`src/rtl/dcache.sv`:
```
// Direct-mapped, write-back, write-allocate L1 data cache with a word-serial L2 port.
// Define DCACHE_PERF_COUNTERS_EN to add the hit_count / miss_count outputs.
package dcache_pkg;
  typedef enum logic [1:0] {BYTE = 2'd0, HALF = 2'd1, WORD = 2'd2} memory_operation_size_e;
  typedef enum logic {LOAD = 1'b0, STORE = 1'b1} memory_operation_e;
endpackage

module dcache
  import dcache_pkg::*;
#(
  parameter int unsigned LINE_SIZE  = 16,
  parameter int unsigned CACHE_SIZE = 256,
  parameter int unsigned XLEN       = 32
) (
  input  logic                  clk,
  input  logic                  reset,
  input  logic [XLEN-1:0]       pipe_req_address,
  input  memory_operation_size_e pipe_req_size,
  input  memory_operation_e     pipe_req_type,
  input  logic                  pipe_req_valid,
  input  logic [XLEN-1:0]       pipe_word_to_store,
  output logic [XLEN-1:0]       pipe_fetched_word,
  output logic                  pipe_fetched_word_valid,
  output logic [XLEN-1:0]       l2_req_address,
  output memory_operation_e     l2_req_type,
  output logic                  l2_req_valid,
  output logic [XLEN-1:0]       l2_word_to_store,
  input  logic [XLEN-1:0]       l2_fetched_word,
  input  logic                  l2_fetched_word_valid
`ifdef DCACHE_PERF_COUNTERS_EN
  ,
  output logic [31:0]           hit_count,
  output logic [31:0]           miss_count
`endif
);

  localparam int unsigned OFFSET_BITS = $clog2(LINE_SIZE);
  localparam int unsigned NUM_LINES   = CACHE_SIZE / LINE_SIZE;
  localparam int unsigned INDEX_BITS  = $clog2(NUM_LINES);
  localparam int unsigned TAG_BITS    = XLEN - OFFSET_BITS - INDEX_BITS;
  localparam int unsigned WORDS       = LINE_SIZE / 4;
  localparam int unsigned WSEL_BITS   = OFFSET_BITS - 2;
  localparam int unsigned LANES       = XLEN / 8;
  localparam logic [WSEL_BITS-1:0] LAST_WORD = WSEL_BITS'(WORDS - 1);

  typedef enum logic [1:0] {StCompare, StWriteback, StAllocate} state_e;

  state_e                  state_q, state_d;
  logic [WSEL_BITS-1:0]    ctr_q, ctr_d;
  logic [TAG_BITS-1:0]     miss_tag_q, miss_tag_d;
  logic [INDEX_BITS-1:0]   miss_index_q, miss_index_d;
  logic [NUM_LINES-1:0]    valid_q, dirty_q;
  logic [TAG_BITS-1:0]     tag_q  [NUM_LINES];
  logic [XLEN-1:0]         data_q [NUM_LINES][WORDS];

  logic [TAG_BITS-1:0]     req_tag;
  logic [INDEX_BITS-1:0]   req_index;
  logic [WSEL_BITS-1:0]    req_wsel;
  logic [1:0]              req_boff, boff_eff;
  logic [LANES-1:0]        be;
  logic [XLEN-1:0]         wdata, bitmask, line_word, shifted, load_word, merged_word;
  logic                    hit, hit_store, miss_start, wb_done, fill_we, fill_done;

  assign req_tag   = pipe_req_address[XLEN-1 -: TAG_BITS];
  assign req_index = pipe_req_address[OFFSET_BITS +: INDEX_BITS];
  assign req_wsel  = pipe_req_address[2 +: WSEL_BITS];
  assign req_boff  = pipe_req_address[1:0];
  assign line_word = data_q[req_index][req_wsel];
  assign hit       = valid_q[req_index] && (tag_q[req_index] == req_tag);

  // Size decode: byte enables, lane-replicated store data and effective byte offset.
  always_comb begin
    be       = '1;
    wdata    = pipe_word_to_store;
    boff_eff = 2'b00;
    unique case (pipe_req_size)
      BYTE: begin
        be       = LANES'(1) << req_boff;
        wdata    = {LANES{pipe_word_to_store[7:0]}};
        boff_eff = req_boff;
      end
      HALF: begin
        be       = LANES'(2'b11) << {req_boff[1], 1'b0};
        wdata    = {(LANES / 2){pipe_word_to_store[15:0]}};
        boff_eff = {req_boff[1], 1'b0};
      end
      default: ;
    endcase
    for (int i = 0; i < LANES; i++) begin
      bitmask[8*i +: 8] = {8{be[i]}};
    end
    shifted     = line_word >> {boff_eff, 3'b000};
    merged_word = (line_word & ~bitmask) | (wdata & bitmask);
    unique case (pipe_req_size)
      BYTE:    load_word = {{(XLEN-8){1'b0}}, shifted[7:0]};
      HALF:    load_word = {{(XLEN-16){1'b0}}, shifted[15:0]};
      default: load_word = line_word;
    endcase
  end

  always_comb begin
    state_d                 = state_q;
    ctr_d                   = ctr_q;
    miss_tag_d              = miss_tag_q;
    miss_index_d            = miss_index_q;
    pipe_fetched_word       = '0;
    pipe_fetched_word_valid = 1'b0;
    l2_req_address          = '0;
    l2_req_type             = LOAD;
    l2_req_valid            = 1'b0;
    l2_word_to_store        = '0;
    hit_store               = 1'b0;
    miss_start              = 1'b0;
    wb_done                 = 1'b0;
    fill_we                 = 1'b0;
    fill_done               = 1'b0;
    unique case (state_q)
      StCompare: begin
        if (pipe_req_valid) begin
          if (hit) begin
            pipe_fetched_word_valid = 1'b1;
            if (pipe_req_type == LOAD) pipe_fetched_word = load_word;
            else                       hit_store = 1'b1;
          end else begin
            miss_start   = 1'b1;
            miss_tag_d   = req_tag;
            miss_index_d = req_index;
            ctr_d        = '0;
            state_d      = (valid_q[req_index] && dirty_q[req_index]) ? StWriteback : StAllocate;
          end
        end
      end
      StWriteback: begin
        l2_req_valid     = 1'b1;
        l2_req_type      = STORE;
        l2_req_address   = {tag_q[miss_index_q], miss_index_q, ctr_q, 2'b00};
        l2_word_to_store = data_q[miss_index_q][ctr_q];
        ctr_d            = ctr_q + 1'b1;
        if (ctr_q == LAST_WORD) begin
          wb_done = 1'b1;
          state_d = StAllocate;
        end
      end
      StAllocate: begin
        l2_req_valid   = 1'b1;
        l2_req_address = {miss_tag_q, miss_index_q, ctr_q, 2'b00};
        if (l2_fetched_word_valid) begin
          fill_we = 1'b1;
          ctr_d   = ctr_q + 1'b1;
          if (ctr_q == LAST_WORD) begin
            fill_done = 1'b1;
            state_d   = StCompare;
          end
        end
      end
      default: state_d = StCompare;
    endcase
    if (reset) begin
      pipe_fetched_word       = '0;
      pipe_fetched_word_valid = 1'b0;
      l2_req_valid            = 1'b0;
      l2_req_type             = LOAD;
    end
  end

  always_ff @(posedge clk) begin
    if (reset) begin
      state_q      <= StCompare;
      ctr_q        <= '0;
      miss_tag_q   <= '0;
      miss_index_q <= '0;
      valid_q      <= '0;
      dirty_q      <= '0;
    end else begin
      state_q      <= state_d;
      ctr_q        <= ctr_d;
      miss_tag_q   <= miss_tag_d;
      miss_index_q <= miss_index_d;
      if (hit_store) dirty_q[req_index] <= 1'b1;
      // The victim stays readable for writeback; it just stops hitting.
      if (miss_start) valid_q[req_index] <= 1'b0;
      if (wb_done) dirty_q[miss_index_q] <= 1'b0;
      if (fill_done) begin
        valid_q[miss_index_q] <= 1'b1;
        dirty_q[miss_index_q] <= 1'b0;
      end
    end
  end

  always_ff @(posedge clk) begin
    if (!reset) begin
      if (hit_store) data_q[req_index][req_wsel] <= merged_word;
      if (fill_we)   data_q[miss_index_q][ctr_q] <= l2_fetched_word;
      if (fill_done) tag_q[miss_index_q]         <= miss_tag_q;
    end
  end

`ifdef DCACHE_PERF_COUNTERS_EN
  always_ff @(posedge clk) begin
    if (reset) begin
      hit_count  <= '0;
      miss_count <= '0;
    end else begin
      if (pipe_fetched_word_valid && pipe_req_valid) hit_count <= hit_count + 32'd1;
      if (miss_start) miss_count <= miss_count + 32'd1;
    end
  end
`endif

endmodule

```
`config.mk`:
```
export PLATFORM = sky130hd
export DESIGN_NAME = dcache
export DESIGN_NICKNAME = d
export VERILOG_FILES = /design/src/rtl/dcache.sv
export SDC_FILE = /design/constraint.sdc
export NUM_CORES = 2
export LEC_CHECK = 0
export CAP_MARGIN = 20
export CORE_MARGIN = 5
export CORE_UTILIZATION = 50
export CTS_CLUSTER_DIAMETER = 30
export DETAILED_ROUTE_END_ITERATION = 8
export PLACE_DENSITY = 0.68
export SYNTH_ARGS = -nofsm -noshare
export SYNTH_HDL_FRONTEND = slang
export SYNTH_SLANG_ARGS = --single-unit
export TNS_END_PERCENT = 1
```
`constraint.sdc`:
```
create_clock -name clk -period 20.4 [get_ports clk]
set_input_delay 4.08 -clock clk [delete_from_list [all_inputs] [get_ports clk]]
set_output_delay 4.08 -clock clk [all_outputs]
set_load 0.02 [all_outputs]
```
# Word-level counts from Yosys, hierarchy flattened
# Memories as Yosys holds them, arrays and structs flattened. A register that Yosys moved wholly into a read port is not among the register bits.
# Cells that the tools add are included.
dict set report totals {
  word_cells 143
  out_inout_bits 99
  ramBits 2432
  reg_bits 64
  mem_count 2
  input_bits 103
}
# memory words word_bits read_ports rd_clocked_by_memory_dff wr line_no
set memory_table {}
lappend memory_table {data_q 16 128 2 1 1 54} ;# logic [XLEN-1:0] data_q [NUM_LINES][WORDS];
lappend memory_table {tag_q 16 24 2 1 1 53} ;# logic [TAG_BITS-1:0] tag_q [NUM_LINES];
dict set report op_classes {
  add_sub_neg 1
  magnitude_cmp 8
  n_mux 85
  n_shift 3
  n_eq_ne 10
  n_bitwise 14
  reduce_logical 14
}
# cell n
set op_table {}
lappend op_table {{2-to-1 mux 128 bit} 4}
lappend op_table {{2-to-1 mux 32 bit} 12}
lappend op_table {{one-hot mux 32 bit (2 select lines)} 3}
lappend op_table {{binary-select mux 32 bit (select 2 bit)} 2}
lappend op_table {{demux 32 bit (select 2 bit)} 2}
lappend op_table {{2-to-1 mux 16 bit} 8}
lappend op_table {{OR reduction 128 bit} 1}
lappend op_table {{bitwise AND 32 bit} 2}
lappend op_table {{bitwise AND 16 bit} 3}
lappend op_table {{2-to-1 mux 1 bit} 32}
lappend op_table {{NOT 16 bit} 2}
lappend op_table {{NOT 32 bit} 1}
lappend op_table {{OR 16 bit} 2}
lappend op_table {{OR 32 bit} 1}
lappend op_table {{right shift 32 x 5 -> 16 bit} 1}
lappend op_table {{== test 24 bit} 1}
lappend op_table {{2-to-1 mux 4 bit} 5}
lappend op_table {{2-to-1 mux 2 bit} 9}
lappend op_table {{one-hot mux 2 bit (3 select lines)} 2}
lappend op_table {{less-than comparator 4 x 5 -> 1 bit (second input constant)} 2}
lappend op_table {{!= test 2 bit (second input constant)} 5}
lappend op_table {{binary-select mux 1 bit (select 4 bit)} 2}
lappend op_table {{demux 1 bit (select 4 bit)} 2}
lappend op_table {{greater-or-equal comparator 4 x 1 -> 1 bit (second input constant)} 2}
lappend op_table {{other kinds (18)} 29}

# Longest topological paths before layout
dict set report logic_depth {
  depth_word 13
  mapped_depth 15
  ltp_nobuf 10
}

# Worst setup path after synthesis
# No wires, ideal clock.
dict set report synth_path {
  path_kind {input to output}
  startpoint {input pipe_req_address[4]}
  endpoint {output pipe_fetched_word[0]}
  t_required_ps 16320
  arrival_ps 7389
  cell_stages 11
  path_buffers 6
  slack_ps 8931
  path_cell_list {buf_2 buf_4 buf_4 buf_2 buf_1 buf_1 mux4_2 mux4_2 mux4_2 o21ai_0 a31oi_1}
}
dict set report synth_between {
  elab_chain_len 11
  elab_cells_between_ends 16
  cone_classes {eq/ne (1); shift (1); mux (11); reduce/logical (1); memory (2)}
}
# item line_no
set synth_lines {}
lappend synth_lines {{from (decl)} 17} ;# input logic [XLEN-1:0] pipe_req_address,
lappend synth_lines {{memory (16 x 128 bit)} --}
lappend synth_lines {{binary-select mux 32 bit (select 2 bit)} 68} ;# assign line_word = data_q[req_index][req_wsel];
lappend synth_lines {{2-to-1 mux 32 bit (implied by the code) (2 in a row)} 68}
lappend synth_lines {{right shift 32 x 5 -> 16 bit} 92} ;# shifted = line_word >> {boff_eff, 3'b000};
lappend synth_lines {{one-hot mux 32 bit (2 select lines)} 94} ;# unique case (pipe_req_size)
lappend synth_lines {{2-to-1 mux 32 bit} 122} ;# if (pipe_req_type == LOAD) pipe_fetched_word = load_word;
lappend synth_lines {{2-to-1 mux 32 bit (*)} 120} ;# if (hit) begin
lappend synth_lines {{2-to-1 mux 32 bit (*)} 119} ;# if (pipe_req_valid) begin
lappend synth_lines {{2-to-1 mux 32 bit (*)} 117} ;# unique case (state_q)
lappend synth_lines {{2-to-1 mux 32 bit (*)} 158} ;# if (reset) begin
lappend synth_lines {{to (decl)} 22} ;# output logic [XLEN-1:0] pipe_fetched_word,
# Every way passes the cells marked *; elsewhere a longest branch is shown, timed or not. The select of a mux whose other input is x is not followed.

# Final worst setup path
dict set report layout_path {
  startpoint {input pipe_req_address[4]}
  endpoint {output pipe_fetched_word[10]}
}
# The elaborated chain is that of the path after synthesis.

==> impl_metrics.ini <==
[floorplan]
coreArea_um2 = 235000
dieArea_um2 = 245000
io_pins = 202
die_w_um = 495
rows = 178
dieHeight_um = 495
start_util = 0.501

[drt]
drc = 0
wl_um = 387000
firstDrtPassIters = 6
ant_nets = 0
drt-initial-drc-count = 10200
wl_per_cell_um = 40.4
viasPerCell = 7.13
via_count = 68300

[sta]
finalHoldViolations = 0
fin_crit_sh = 0.691
setup_violations = 0
fmax_mhz = 71.0
rsz0062_at_grt = false
maxSlewHeadroom = 0.148
drv_slew = 0
tightest_slew_ns = 1.28
skew_ns = 0.0709
min_period_ns = 14.09
finalSetupTns_ns = 0

[power]
ir_worst_vdd_mv = 0.0823
p_leak_nw = 43.9
power_density_nw_per_um2 = 107

[setup_path]
crit_path_end_kind = output pin
worstReg2RegEnd = data_q[8][34]$_DFFE_PP_
cp-start-kind = input port
timing.critical_path.buf_inv = 5
slowest_stage = buf_4
crit_family = buffers and inverters
worstPathMaxFanout = 66
critical_path.cell_chain = buf_8 -> buf_4 -> buf_4 -> buf_4 -> mux4_2 -> mux4_2 -> mux4_2 -> nand2_1 -> o21ai_0 -> and2_1 -> clkdlybuf4s50_1
path_class = input port to output pin
r2r_start = ctr_q[1]$_SDFFE_PP0P_
ff2ff_setup_slack_ns = 14.41
arrival_ns = 10.01
slowest_delay_ns = 0.87
r2r_cells = 11
crit_path_start = pipe_req_address[4]
required_ns = 16.32

[clock_network]
ctsLongestPathBuffers = 4
postCtsHoldBufs = 0
ctsHtreeMaxLevel = 5
clkTransAtPathRegs_ns = 0.04
root_buffer = clkbuf_16
cts.sinks = 2500
cts_inserted_buffers = 490
clkLatencyLatePin_ns = 0.99
postCtsSetupBuffers = 0
tritoncts = yes
cts_resized = 0

[grt]
grt-ovfl-total = 0
met2_usage = 0.487
grt_busiest_layer = met2
grt_max_degree = 148
grt_pass1_wl_um = 539000
grt_antenna_before_repair = 15
grt_use_met1 = 0.420
first_global_vias = 69300
met3_usage = 0.0768
grt_use_total = 0.316

[final_layout]
area.growth.synth_to_final_pct = 19.8
n_fill_cell = 16300
final_nets = 6125
drive_above_1_share = 0.420
layoutNonFillerInstCount = 9581

[yosys]
yosysTopAreaCell = edfxtp_1
synth_top_area_share = 0.622
synth_edf_count = 2432
synthesis.area_um2 = 117000
ys_seq_elements = 2500
async_flop_share = 0
ys.warnings.count = 0
yosys_most_used_dff = edfxtp_1
syn_avg_cell_area_um2 = 21.1
synth_cell_types = 73
synthTopCellsByArea = edfxtp_1, mux4_2, mux2i_1, dfxtp_1, clkbuf_1
synth-seq-area-share = 0.633
synthCells = 5570

[placement]
dp.cells = 8667
detailed_place_hpwl_um = 206000
gp_congestion = 0.888
port_buffers = 199

[hold_path]
hp-start = dirty_q[14]$_SDFF_PP0_
min_path_type = flop to flop
whs_path_depth = 2
hold_path_end = dirty_q[14]$_SDFF_PP0_

[run_status]
status = completed

[job]
drv_cap = 0
[through the flow]
stage | setup slack, ns | total power [mW] | hold WS (ns) | instance area (µm²) | util
floorplan | 8.93 | 6.85 | 0.479 | 117000 | -
global placement | 6.01 | 7.26 | 0.491 | 124000 | 0.529
detailed placement | 5.99 | 7.29 | 0.503 | 124000 | 0.530
CTS | 6.00 | 15.1 | 0.513 | 141000 | 0.599
global route | 5.91 | 15.5 | 0.534 | 141000 | 0.600
finish | 6.31 | 15.1 | 0.517 | 141000 | 0.600
[cell usage in the layout (no fill, tap or decap), drive strengths merged, types with 9 or more instances in the layout]
cell type / synthesis / final
bufinv: 0 / 57
edfxtp: 2432 / 2432
nand3: 10 / 10
and3: 9 / 9
dfxtp: 68 / 68
xnor2: 13 / 13
a211oi: 22 / 22
a22oi: 64 / 64
a21oi: 112 / 112
o22ai: 16 / 16
nor3: 46 / 46
nor2: 124 / 124
and2: 52 / 52
buf: 203 / 200
clkbuf: 238 / 545
a31oi: 23 / 23
mux2: 33 / 33
clkinv: 1 / 184
clkinvlp: 0 / 68
inv: 24 / 72
mux2i: 146 / 146
nor2b: 48 / 48
a22o: 10 / 10
nand2: 165 / 165
clkdlybuf4s50: 0 / 192
o21ai: 73 / 73
mux4: 1522 / 1522
nand2b: 16 / 16
[how the worst max path moves through the flow]
stage               cells past startpoint                    end
finish                                 11  pipe_fetched_word[10]
global placement                       11   pipe_fetched_word[9]
CTS                                    11   pipe_fetched_word[8]
detailed placement                     11   pipe_fetched_word[8]
global route                           12   pipe_fetched_word[9]
floorplan                              11   pipe_fetched_word[0]
[flip-flops by register name, indices dropped and copies added, names as in the netlist, named ones only]
| register | flops |
|---|---|
| data_q | 2048 |
| tag_q | 384 |
| miss_tag_q | 24 |
| dirty_q | 16 |
| valid_q | 16 |
| miss_index_q | 4 |
| ctr_q | 2 |
| state_q | 2 |
[tightest hold or removal path, stage by stage (launching register included)]
cell	delay [ns]
dfxtp_1	0.30
a21oi_1	0.11
a211oi_1	0.06
[synth_stat cells (all sizes together) (22+ instances only)]
library cell  count
mux4           1522
a22oi            64
buf             203
nor3             46
mux2             33
dfxtp            68
and2             52
nor2            124
a211oi           22
mux2i           146
inv              24
nor2b            48
a31oi            23
a21oi           112
nand2           165
edfxtp         2432
o21ai            73
clkbuf          238
[cells by family after synthesis]
kind of cell,Yosys count,synth area share
compound gates,352,0.0190
xor+xnor,21,0.00157
fa+ha+maj,8,0.000852
buf+inv,466,0.0164
flops,2500,0.633
mux,1701,0.307
other cells,1,0.0000319
simple gates,521,0.0216
[layout make-up]
cell class / instances / area (µm²) / share of cell area
clock buffers: 545 / 12600 / 0.0899
well taps: 3150 / 3940 / 0.0280
inverters: 25 / 104 / 0.000738
diodes: 8 / 20.0 / 0.000142
repair buffers: 392 / 3770 / 0.0268
clock inverters: 356 / 3700 / 0.0263
flip-flops and latches: 2500 / 74400 / 0.529
multi-input cells: 2605 / 42100 / 0.299
[report_power, final]
group	switching, mW	leakage, nW	internal (mW)
Clock	2.72	7.86	5.17
Sequential	0.0454	22.5	5.82
Combinational	0.777	13.5	0.561
[metal layers]
metal,part of all wire,up-vias
li1,-,25600
met1,0.34,36400
met2,0.47,5341
met3,0.12,1036
met4,0.066,6
met5,0.00011,-
Power figures use the tool's default switching activity.
